`config.mk`:
```
export PLATFORM = sky130hd
export DESIGN_NAME = phase_pdm_shaper
export DESIGN_NICKNAME = d
export VERILOG_FILES = /design/src/rtl/phase_pdm_shaper.sv
export SDC_FILE = /design/constraint.sdc
export NUM_CORES = 1
export LEC_CHECK = 0
export ABC_CLOCK_PERIOD_IN_PS = 6300
export CAP_MARGIN = 20
export CORE_MARGIN = 4
export CORE_UTILIZATION = 65
export CTS_BUF_LIST = sky130_fd_sc_hd__clkbuf_2
export DETAILED_ROUTE_END_ITERATION = 6
export DONT_BUFFER_PORTS = 1
export PLACE_DENSITY = 0.85
export RECOVER_POWER = 100
export REMOVE_ABC_BUFFERS = 1
export SYNTH_ARGS = -nofsm -noshare
export SYNTH_HDL_FRONTEND = slang
export SYNTH_SLANG_ARGS = --single-unit
```
`constraint.sdc`:
```
create_clock -name clk -period 6.3 [get_ports clk]
set_input_delay 0.63 -clock clk [delete_from_list [all_inputs] [get_ports clk]]
set_output_delay 0.63 -clock clk [all_outputs]
set_load 0.005 [all_outputs]
```
`src/rtl/phase_pdm_shaper.sv`:
```
// phase_pdm_shaper: selectable waveform, click-free gain ramp and first-order sigma-delta (PDM) output
// Ports: clk, rst_n (async active-low); phase (accumulator word, top SAMPLE_WIDTH bits used);
// wave_sel (00 saw, 01 square, 10 triangle, 11 pulse 25%); volume/mute (ramp target);
// pdm_out (1-bit bitstream); gain_cur (applied gain 0..15); busy (gain ramp in progress).
// Optional: define PDM_DITHER_EN to add 2-bit LFSR dither into the modulator sum.
module phase_pdm_shaper #(
    parameter int PHASE_WIDTH    = 24,
    parameter int SAMPLE_WIDTH   = 8,
    parameter int RAMP_DIV_WIDTH = 10
) (
    input  logic                   clk,
    input  logic                   rst_n,
    input  logic [PHASE_WIDTH-1:0] phase,
    input  logic [1:0]             wave_sel,
    input  logic [3:0]             volume,
    input  logic                   mute,
    output logic                   pdm_out,
    output logic [3:0]             gain_cur,
    output logic                   busy
);
    localparam int SW = SAMPLE_WIDTH;
    localparam logic [RAMP_DIV_WIDTH-1:0] CNT_ONE = 1;
    typedef enum logic [1:0] {IDLE, UP, DOWN} state_t;
    state_t                    state_q, state_d;
    logic [RAMP_DIV_WIDTH-1:0] cnt_q, cnt_d;
    logic [3:0]                gain_q, gain_d, tgt;
    logic                      busy_q, pdm_q, pdm_d, tick, unused_ok;
    logic [SW-1:0]             p, tri_w, s1_q, s1_d, s2_q, s2_d, err_q, err_d;
    logic [SW+3:0]             prod;
    assign p     = phase[PHASE_WIDTH-1 -: SW];
    assign tri_w = {p[SW-2:0], 1'b0};
    assign s1_d  = (wave_sel == 2'b00) ? p :
                   (wave_sel == 2'b01) ? {SW{p[SW-1]}} :
                   (wave_sel == 2'b10) ? (p[SW-1] ? ~tri_w : tri_w) :
                                         {SW{&p[SW-1:SW-2]}};
    assign prod  = s1_q * gain_q;
    assign s2_d  = prod[SW+3:4];
`ifdef PDM_DITHER_EN
    logic [15:0]   lfsr_q, lfsr_d;
    logic [SW+1:0] sum;
    // Galois form of x^16+x^14+x^13+x^11+1, shifting right
    assign lfsr_d = lfsr_q[0] ? ((lfsr_q >> 1) ^ 16'hB400) : (lfsr_q >> 1);
    assign sum    = {2'b00, err_q} + {2'b00, s2_q} + {{SW{1'b0}}, lfsr_q[1:0]};
    assign pdm_d  = |sum[SW+1:SW];
    always_ff @(posedge clk or negedge rst_n) begin
        if (!rst_n) lfsr_q <= 16'hACE1;
        else        lfsr_q <= lfsr_d;
    end
`else
    logic [SW:0] sum;
    assign sum   = {1'b0, err_q} + {1'b0, s2_q};
    assign pdm_d = sum[SW];
`endif
    assign err_d     = sum[SW-1:0];
    assign unused_ok = ^{phase[PHASE_WIDTH-SW-1:0], prod[3:0]};
    assign tgt  = mute ? 4'd0 : volume;
    assign tick = &cnt_q;
    // Direction is re-derived from the post-step gain every cycle, so a target
    // reversal flips UP/DOWN while the divider keeps counting.
    always_comb begin
        gain_d  = gain_q;
        state_d = state_q;
        cnt_d   = '0;
        if (state_q == IDLE) begin
            state_d = (tgt > gain_q) ? UP : (tgt < gain_q) ? DOWN : IDLE;
        end else begin
            gain_d  = (!tick || tgt == gain_q) ? gain_q :
                      (tgt > gain_q) ? gain_q + 4'd1 : gain_q - 4'd1;
            state_d = (tgt > gain_d) ? UP : (tgt < gain_d) ? DOWN : IDLE;
            cnt_d   = (state_d == IDLE) ? '0 : cnt_q + CNT_ONE;
        end
    end
    always_ff @(posedge clk or negedge rst_n) begin
        if (!rst_n) begin
            state_q <= IDLE;
            cnt_q   <= '0;
            gain_q  <= '0;
            busy_q  <= 1'b0;
            s1_q    <= '0;
            s2_q    <= '0;
            err_q   <= '0;
            pdm_q   <= 1'b0;
        end else begin
            state_q <= state_d;
            cnt_q   <= cnt_d;
            gain_q  <= gain_d;
            busy_q  <= (state_q != IDLE);
            s1_q    <= s1_d;
            s2_q    <= s2_d;
            err_q   <= err_d;
            pdm_q   <= pdm_d;
        end
    end
    assign pdm_out  = pdm_q;
    assign gain_cur = gain_q;
    assign busy     = busy_q;
endmodule
```
==> key figures, run 1 <==
Outcome
  – Status: finished with violations
  – Failing checks: max-capacitance violations, max-slew violations

Die
  – Initial core utilization: between 60 and 70%
  – Die area: around 6000 um2
  – Core area: roughly 4500 um2
  – Site row count: 24
  – I/O pin cnt: 39
  – Die Y: 77.33 um
  – Die width: a little under 80 um

STA
  – RSZ-0062 raised after global routing: false
  – Period utilization: 75.87%
  – Fmax: ~210 MHz
  – Slew margin rel.: -39.94%
  – Slew Limit Fails: 43
  – Hold Fails Final Rpt: 0
  – Slew @ Worst Pin: approximately 2.1 ns
  – Setup TNS: 0 ns
  – Final Skew: about 0.014 ns
  – Final min period: 4.780 ns
  – Final setup viols: 0

Place
  – Final HPWL DP: ~4.0 mm
  – IO buf count: 0
  – Placer Congestion: just over 0.8

Pwr
  – Lkg Pwr: 1.668 nW
  – Power per Cell Area: roughly 170 nW/um2
  – Maximum vdd drop: around 0.16 mV
  – Total Power: 540.1 uW

Setup path
  – Worst path cell trace: inv_1 -> ha_1 -> nor2b_1 -> o211ai_1 -> a21boi_0 -> inv_1 -> ha_1 -> a21oi_1 -> and2_0 -> nor3_1 -> a2111oi_0 -> ha_1 -> a21oi_1 -> a21o_1 -> nand2_1 -> nor2_1
  – CP endpoint kind: flip-flop
  – Critical path required time: 6.64 ns
  – Critical-path maximum fanout: 12
  – Worst R2R End: cnt_q[2]
  – Worst R2R Start: gain_cur[1]
  – Reg2Reg Depth: 16
  – Critical path's slowest cell: a21boi_0
  – Setup CP Type: reg -> reg
  – Worst path most repeated cell: ha_1
  – Worst path arrival time: about 5.1 ns
  – Max stage delay on crit path: just over 0.7 ns
  – Reg2Reg Setup Slack: approximately 1.5 ns
  – CP startpoint kind: flip-flop

Route
  – Drt drc: 0
  – Avg WL per Cell: 13.57 um
  – Number of vias per cell: 5.844
  – DRT iter0 DRCs: slightly below 90
  – Routed vias: 2215
  – Drt first pass iters: 4
  – ANT nets after route: 0
  – Routed wire length: around 5 mm

Layout
  – Fill cell count: around 340
  – NumNets Final: 406
  – # diodes: 0
  – Fraction of layout cells with a size suffix above 1: between 5 and 6%
  – Area Growth Syn to Fin: 2.563%

Clock network
  – Skew-Pair Late Insertion Delay: 0.40 ns
  – TritonCTS Buffers: 5
  – CTS clk-pin slew, worst paths: 0.20 ns
  – Root buf cell: clkbuf_2
  – TritonCTS clock tree: done
  – CTS Sinks: 42
  – H-Tree Depth: 2
  – Bufs on Longest Clock Path: 2

Synthesis
  – Syn. warnings: 0
  – Largest cells by area after synthesis: dfrtp_1 (34%), ha_1 (14%), fa_1 (8.3%), xor2_1 (3.9%), nand2_1 (3.5%)
  – Synth area leader: dfrtp_1
  – Syn Inst Count: 325
  – #FFs+latches synth: 42
  – Synth async-reset ratio: 100.0%
  – Most used flip-flop cell after synthesis: dfrtp_1
  – Post-synth EDFFs: 0
  – Yosys top cell area share: 33.64%
  – Yosys cell types: 48
  – Mapped Avg Cell Area: between 9 and 10 um2
  – Fraction of the yosys area taken by sequential cells: 33.64%
  – Mapped Area: 3124 um2

Min path
  – Worst hold stages: 1
  – Hold_sp: wave_sel[1]
  – Hold Crit Endpoint: s1_q[7]
  – Hold Crit Class: in -> reg

Global routing
  – First-pass GRT wire length: 9.425 mm
  – Gr ovfl total: 0
  – Initial antenna violation count: 0
  – Vias in the first global route: around 2200
  – Largest net degree at the start of global routing: 43
  – GRT Util Overall: between 10% and 20%

Run
  – Max-cap violations: 1
cells in the final DEF (no fill, tap or decap), types with 3 or more instances in the layout:
cell,Yosys,final
nand3_1,7,7
o21ai_0,20,20
inv_1,27,27
xnor2_1,12,12
o211ai_1,8,8
mux2i_1,5,5
a21boi_0,2,4
xor2_1,14,14
a21oi_1,13,13
nand2b_1,3,3
nand2_1,29,29
dfrtp_1,42,42
clkbuf_2,0,7
fa_1,13,13
nand4_1,5,6
nor2b_1,6,6
nor2_1,27,27
ha_1,34,34
and2_1,12,11
a21o_1,6,6
nor3_1,4,4
per-stage QoR:
step,hold slack (ns),instances,setup WS [ns],instance area (um2),utilization [%]
global route,0.2562,379,1.038,3204,71.14
global placement,0.3354,369,2.109,3151,69.94
finish,0.2964,379,1.520,3204,71.14
detailed placement,0.3354,369,2.038,3151,69.94
CTS,0.01830,378,2.003,3236,71.83
floorplan,0.3344,317,2.639,3085,-
per-layer routing:
layer  GRT usage (%)  part of all wire (%)  up-vias
li1                -                     -     1101
met1           22.82                    44     1075
met2           35.06                    51       33
met3           3.472                   3.5        6
met4           6.762                   1.6        0
met5               0                     0        -
worst max-delay path by stage:
stage,start,endpoint,slack [ns],cells past startpoint
6_report,gain_cur[1],cnt_q[2],1.52,16
5_1_grt,gain_cur[1],cnt_q[9],1.04,16
4_1_cts,gain_cur[1],cnt_q[2],2.00,16
3_5_place_dp,gain_cur[1],cnt_q[2],2.04,16
3_3_place_gp,gain_cur[1],cnt_q[8],2.11,16
2_1_floorplan,volume[1],cnt_q[2],2.64,16
cells in the mapped netlist (2+ instances only):
master	number
a21boi_0	2
a21o_1	6
a21oi_1	13
and2_1	12
and3_1	2
clkbuf_1	6
dfrtp_1	42
fa_1	13
ha_1	34
inv_1	27
mux2i_1	5
nand2_1	29
nand2b_1	3
nand3_1	7
nand4_1	5
nor2_1	27
nor2b_1	6
nor3_1	4
o211ai_1	8
o21a_1	2
o21ai_0	20
or3_1	2
xnor2_1	12
xor2_1	14
state kept, by name, indices dropped and copies added (netlist names):
name,flops
cnt_q,10
err_q,8
s1_q,8
s2_q,8
gain_cur,4
state_q,2
busy,1
pdm_out,1
layout make-up:
class / count / area [um2] / share of cell area, %
well taps: 52 / 65.06 / 2.030
clock buffers: 7 / 35.03 / 1.093
multi-input cells: 248 / 1908 / 59.55
repair buffers: 2 / 13.76 / 0.4295
flip-flops and latches: 42 / 1051 / 32.80
clock inverters: 1 / 30.03 / 0.9371
inverters: 27 / 101.3 / 3.163
repair_timing:
action                    CTS  global route
hold endpoints to repair   42            12
hold buffers                1             1
gates resized for setup     0             0
buffers inserted            0             0
worst max-delay path: cells and delay by family (launching register included):
kind            cells  cell delay [ns]
compound gates      6             1.79
fa+ha+maj           3             1.05
buf+inv             2             0.38
flops               1             0.68
simple gates        5             0.81
power by group:
part           switching (mW)  internal, mW
combinational          0.0478        0.0257
sequential             0.0204         0.291
clock                  0.0842        0.0707
total                   0.152         0.388
cells by family (layout without fill, tap and decap cells):
logic type | Yosys count | in the layout | synth area share [%]
AND/OR/NAND/NOR | 108 | 108 | 17.98
multiplexers | 6 | 6 | 1.962
flip-flops | 42 | 42 | 33.64
adder cells (fa/ha/maj) | 47 | 47 | 21.95
XOR/XNOR | 26 | 26 | 7.289
AO/OA/AOI/OAI | 61 | 61 | 12.70
buffers and inverters | 35 | 37 | 4.485
Power figures use the tool's default switching activity.
==> inputs of run 2 (changes only) <==
--- a/config.mk
+++ b/config.mk
@@ -5,7 +5,7 @@
 export SDC_FILE = /design/constraint.sdc
 export NUM_CORES = 1
 export LEC_CHECK = 0
-export ABC_CLOCK_PERIOD_IN_PS = 6300
+export ABC_CLOCK_PERIOD_IN_PS = 4800
 export CAP_MARGIN = 20
 export CORE_MARGIN = 4
 export CORE_UTILIZATION = 65
==> constraint.sdc (replaced) <==
create_clock -name clk -period 4.8 [get_ports clk]
set_input_delay 0.48 -clock clk [delete_from_list [all_inputs] [get_ports clk]]
set_output_delay 0.48 -clock clk [all_outputs]
set_load 0.005 [all_outputs]
==> key figures, run 2 (synthesis results as in run 1) <==
Layout
  – Area Growth Syn to Fin: 2.003%
  – NumNets Final: 407 (+0.25%)
  – Top reg by flops: cnt_q
  – Fraction of layout cells with a size suffix above 1: 5.183% (-0.32 points)
  – Commonest non-fill, non-tap cells in the layout: dfrtp_1 (42), ha_1 (34), nand2_1 (29), inv_1 (27), nor2_1 (27)
  – # diodes: 0 (unchanged)
  – Number of flip-flops in the largest register: 10 (unchanged)
  – Most common cell after layout, fill and taps aside: dfrtp_1
  – Final Core Density: 70.75% (-0.39 points)

Min path
  – Worst hold stages: 1 (unchanged)
  – Hold Crit Class: in -> reg

STA
  – Slew Limit Fails: 43 (unchanged)
  – Setup TNS: 0 ns (unchanged)
  – Final setup viols: 0 (unchanged)
  – Slew @ Worst Pin: 2.164 ns (+0.06504 ns)
  – Worst hold slack: 0.1305 ns (-0.1659 ns)
  – Worst Slack Setup Final: 0.5267 ns (-0.9935 ns)
  – Fmax: 234.0 MHz (+12%)
  – RSZ-0062 raised after global routing: false
  – Hold Fails Final Rpt: 0 (unchanged)
  – Period utilization: 89.03% (+13 points)
  – Final Skew: 0.01494 ns (+0.001150 ns)
  – Slew margin rel.: -44.28% (-4.3 points)
  – Final min period: 4.273 ns (-0.5065 ns)

Pwr
  – Maximum vdd drop: 0.1400 mV (-11%)
  – Psw: 206.7 uW (+36%)
  – Logic gate share of total power: 14.8% (+1.2 points)
  – Total Power: 656.4 uW (+22%)
  – Power per Cell Area: 206.0 nW/um2 (+22%)
  – Switching share of power: 31.49% (+3.3 points)
  – Internal power: 449.7 uW (+16%)
  – Lkg Pwr: 1.652 nW (-0.91%)
  – Clock Power Share: 23.0% (-5.7 points)
  – Reg power frac: 62.2% (+4.5 points)

Die
  – Die width: 77.33 um (unchanged)
  – Initial core utilization: 69.36% (unchanged)
  – Site row count: 24 (unchanged)
  – Core area: 4504 um2 (unchanged)
  – Die Y: 77.33 um (unchanged)
  – Die area: 5980 um2 (unchanged)
  – I/O pin cnt: 39 (unchanged)

Global routing
  – GRT Util Overall: 19.81% (+0.55 points)
  – First-pass GRT wire length: 9.791 mm (+3.9%)
  – Gr ovfl total: 0 (unchanged)
  – Initial antenna violation count: 0 (unchanged)
  – Vias in the first global route: 2329 (+3.9%)
  – Largest net degree at the start of global routing: 43 (unchanged)

Clock network
  – Bufs on Longest Clock Path: 2 (unchanged)
  – Skew-Pair Late Insertion Delay: 0.41 ns (about the same)
  – Root buf cell: clkbuf_2
  – Setup Buffers After CTS: 0 (unchanged)
  – TritonCTS Buffers: 5 (unchanged)
  – TritonCTS clock tree: done
  – CTS clk-pin slew, worst paths: 0.22 ns (+0.02 ns)
  – CTS Sinks: 42 (unchanged)
  – H-Tree Depth: 2 (unchanged)

Setup path
  – Reg2Reg Depth: 15 (-1)
  – CP startpoint kind: flip-flop
  – Critical-path maximum fanout: 15 (+3)
  – Setup CP Type: reg -> reg
  – Reg2Reg Setup Slack: 0.53 ns (-0.99 ns)
  – CP endpoint kind: flip-flop
  – Critical path required time: 5.15 ns (-1.49 ns)
  – Worst path arrival time: 4.62 ns (-0.50 ns)

Place
  – IO buf count: 0 (unchanged)
  – Final HPWL DP: 4.148 mm (+2.6%)
  – Pre-CTS setup slack: 0.6097 ns (-1.428 ns)
  – Placer Congestion: 0.8251 (+1.0%)

Outcome
  – Failing checks: max-capacitance violations, max-slew violations
  – Status: finished with violations

Route
  – Drt drc: 0 (unchanged)
  – Drt first pass iters: 4 (unchanged)
  – Number of vias per cell: 5.829 (-0.26%)
  – ANT nets after route: 0 (unchanged)
  – Avg WL per Cell: 13.86 um (+2.1%)
  – Routed vias: 2215 (unchanged)
  – DRT iter0 DRCs: 114 (+31%)
  – Routed wire length: 5.266 mm (+2.4%)

Run
  – Max-cap violations: 1 (unchanged)
[run 2: cell types whose count changed in the layout (fill, tap and decap cells not counted), sizes merged]
cell      delta
clkbuf       -1
clkinv       +2
bufinv       -1
clkinvlp     +1
[run 2: metal layers]
layer	GRT usage (%)	routed length, um	up-vias
met4	7.295	64	0
met2	36.79	2699	42
li1	-	-	1108
met3	2.778	187	5
met1	23.22	2314	1060
met5	0	0	-
[run 2: worst max-delay path, stage by stage (launching register included)]
cell	delay [ns]
dfrtp_1	0.69
inv_1	0.13
ha_1	0.36
nand4_1	0.16
a21boi_2	0.36
inv_1	0.14
ha_1	0.34
a21oi_1	0.20
and2_0	0.26
nor3_1	0.06
a2111oi_0	0.48
ha_1	0.35
a21oi_1	0.16
a21o_1	0.15
nand2_1	0.20
nor2_1	0.17
[run 2: layout make-up]
| class | instances | area (um2) |
|---|---|---|
| Multi-Input combinational cell | 248 | 1911 |
| Fill cell | 341 | 1318 |
| Sequential cell | 42 | 1051 |
| Inverter | 27 | 101.3 |
| Tap cell | 52 | 65.06 |
| Clock buffer | 5 | 25.02 |
| Timing Repair Buffer | 3 | 17.52 |
| Clock inverter | 3 | 16.27 |
[run 2: final timing paths]
path	from	to
worst min register to register	err_q[0]	err_q[0]
min in group asynchronous	rst_n	cnt_q[1]
worst min-delay path	wave_sel[1]	s1_q[7]
worst max register to register	gain_cur[3]	cnt_q[8]
worst max-delay path	gain_cur[3]	cnt_q[8]
max in group asynchronous	rst_n	s2_q[5]
[run 2: timing repair]
| action | CTS | global route |
|---|---|---|
| gates resized for setup | 0 | 0 |
| hold buffers | 2 | 0 |
| endpoints found under the hold margin | 42 | 0 |
[run 2: power by group through the flow]
| stage | clock network (mW) | logic [mW] | registers, mW |
|---|---|---|---|
| after global routing | 0.171 | 0.115 | 0.414 |
| after floorplan | 0 | 0.0740 | 0.408 |
| after global placement | 0 | 0.0866 | 0.414 |
| after detailed placement | 0 | 0.0907 | 0.415 |
| final | 0.151 | 0.0972 | 0.408 |
| after CTS | 0.153 | 0.101 | 0.408 |
[run 2: through the flow]
step | std cells | instance area, um2
detailed placement | 370 | 3158
CTS | 380 | 3229
global placement | 370 | 3158
global route | 380 | 3187
finish | 380 | 3187
floorplan | 317 | 3085
==> inputs of run 3 (changes only) <==
--- a/config.mk
+++ b/config.mk
@@ -10,6 +10,7 @@
 export CORE_MARGIN = 4
 export CORE_UTILIZATION = 65
 export CTS_BUF_LIST = sky130_fd_sc_hd__clkbuf_2
+export CTS_CLUSTER_DIAMETER = 40
 export DETAILED_ROUTE_END_ITERATION = 6
 export DONT_BUFFER_PORTS = 1
 export PLACE_DENSITY = 0.85
==> results of run 3 <==
Same layout as run 2: the final DEF is identical, and so are final timing and power.
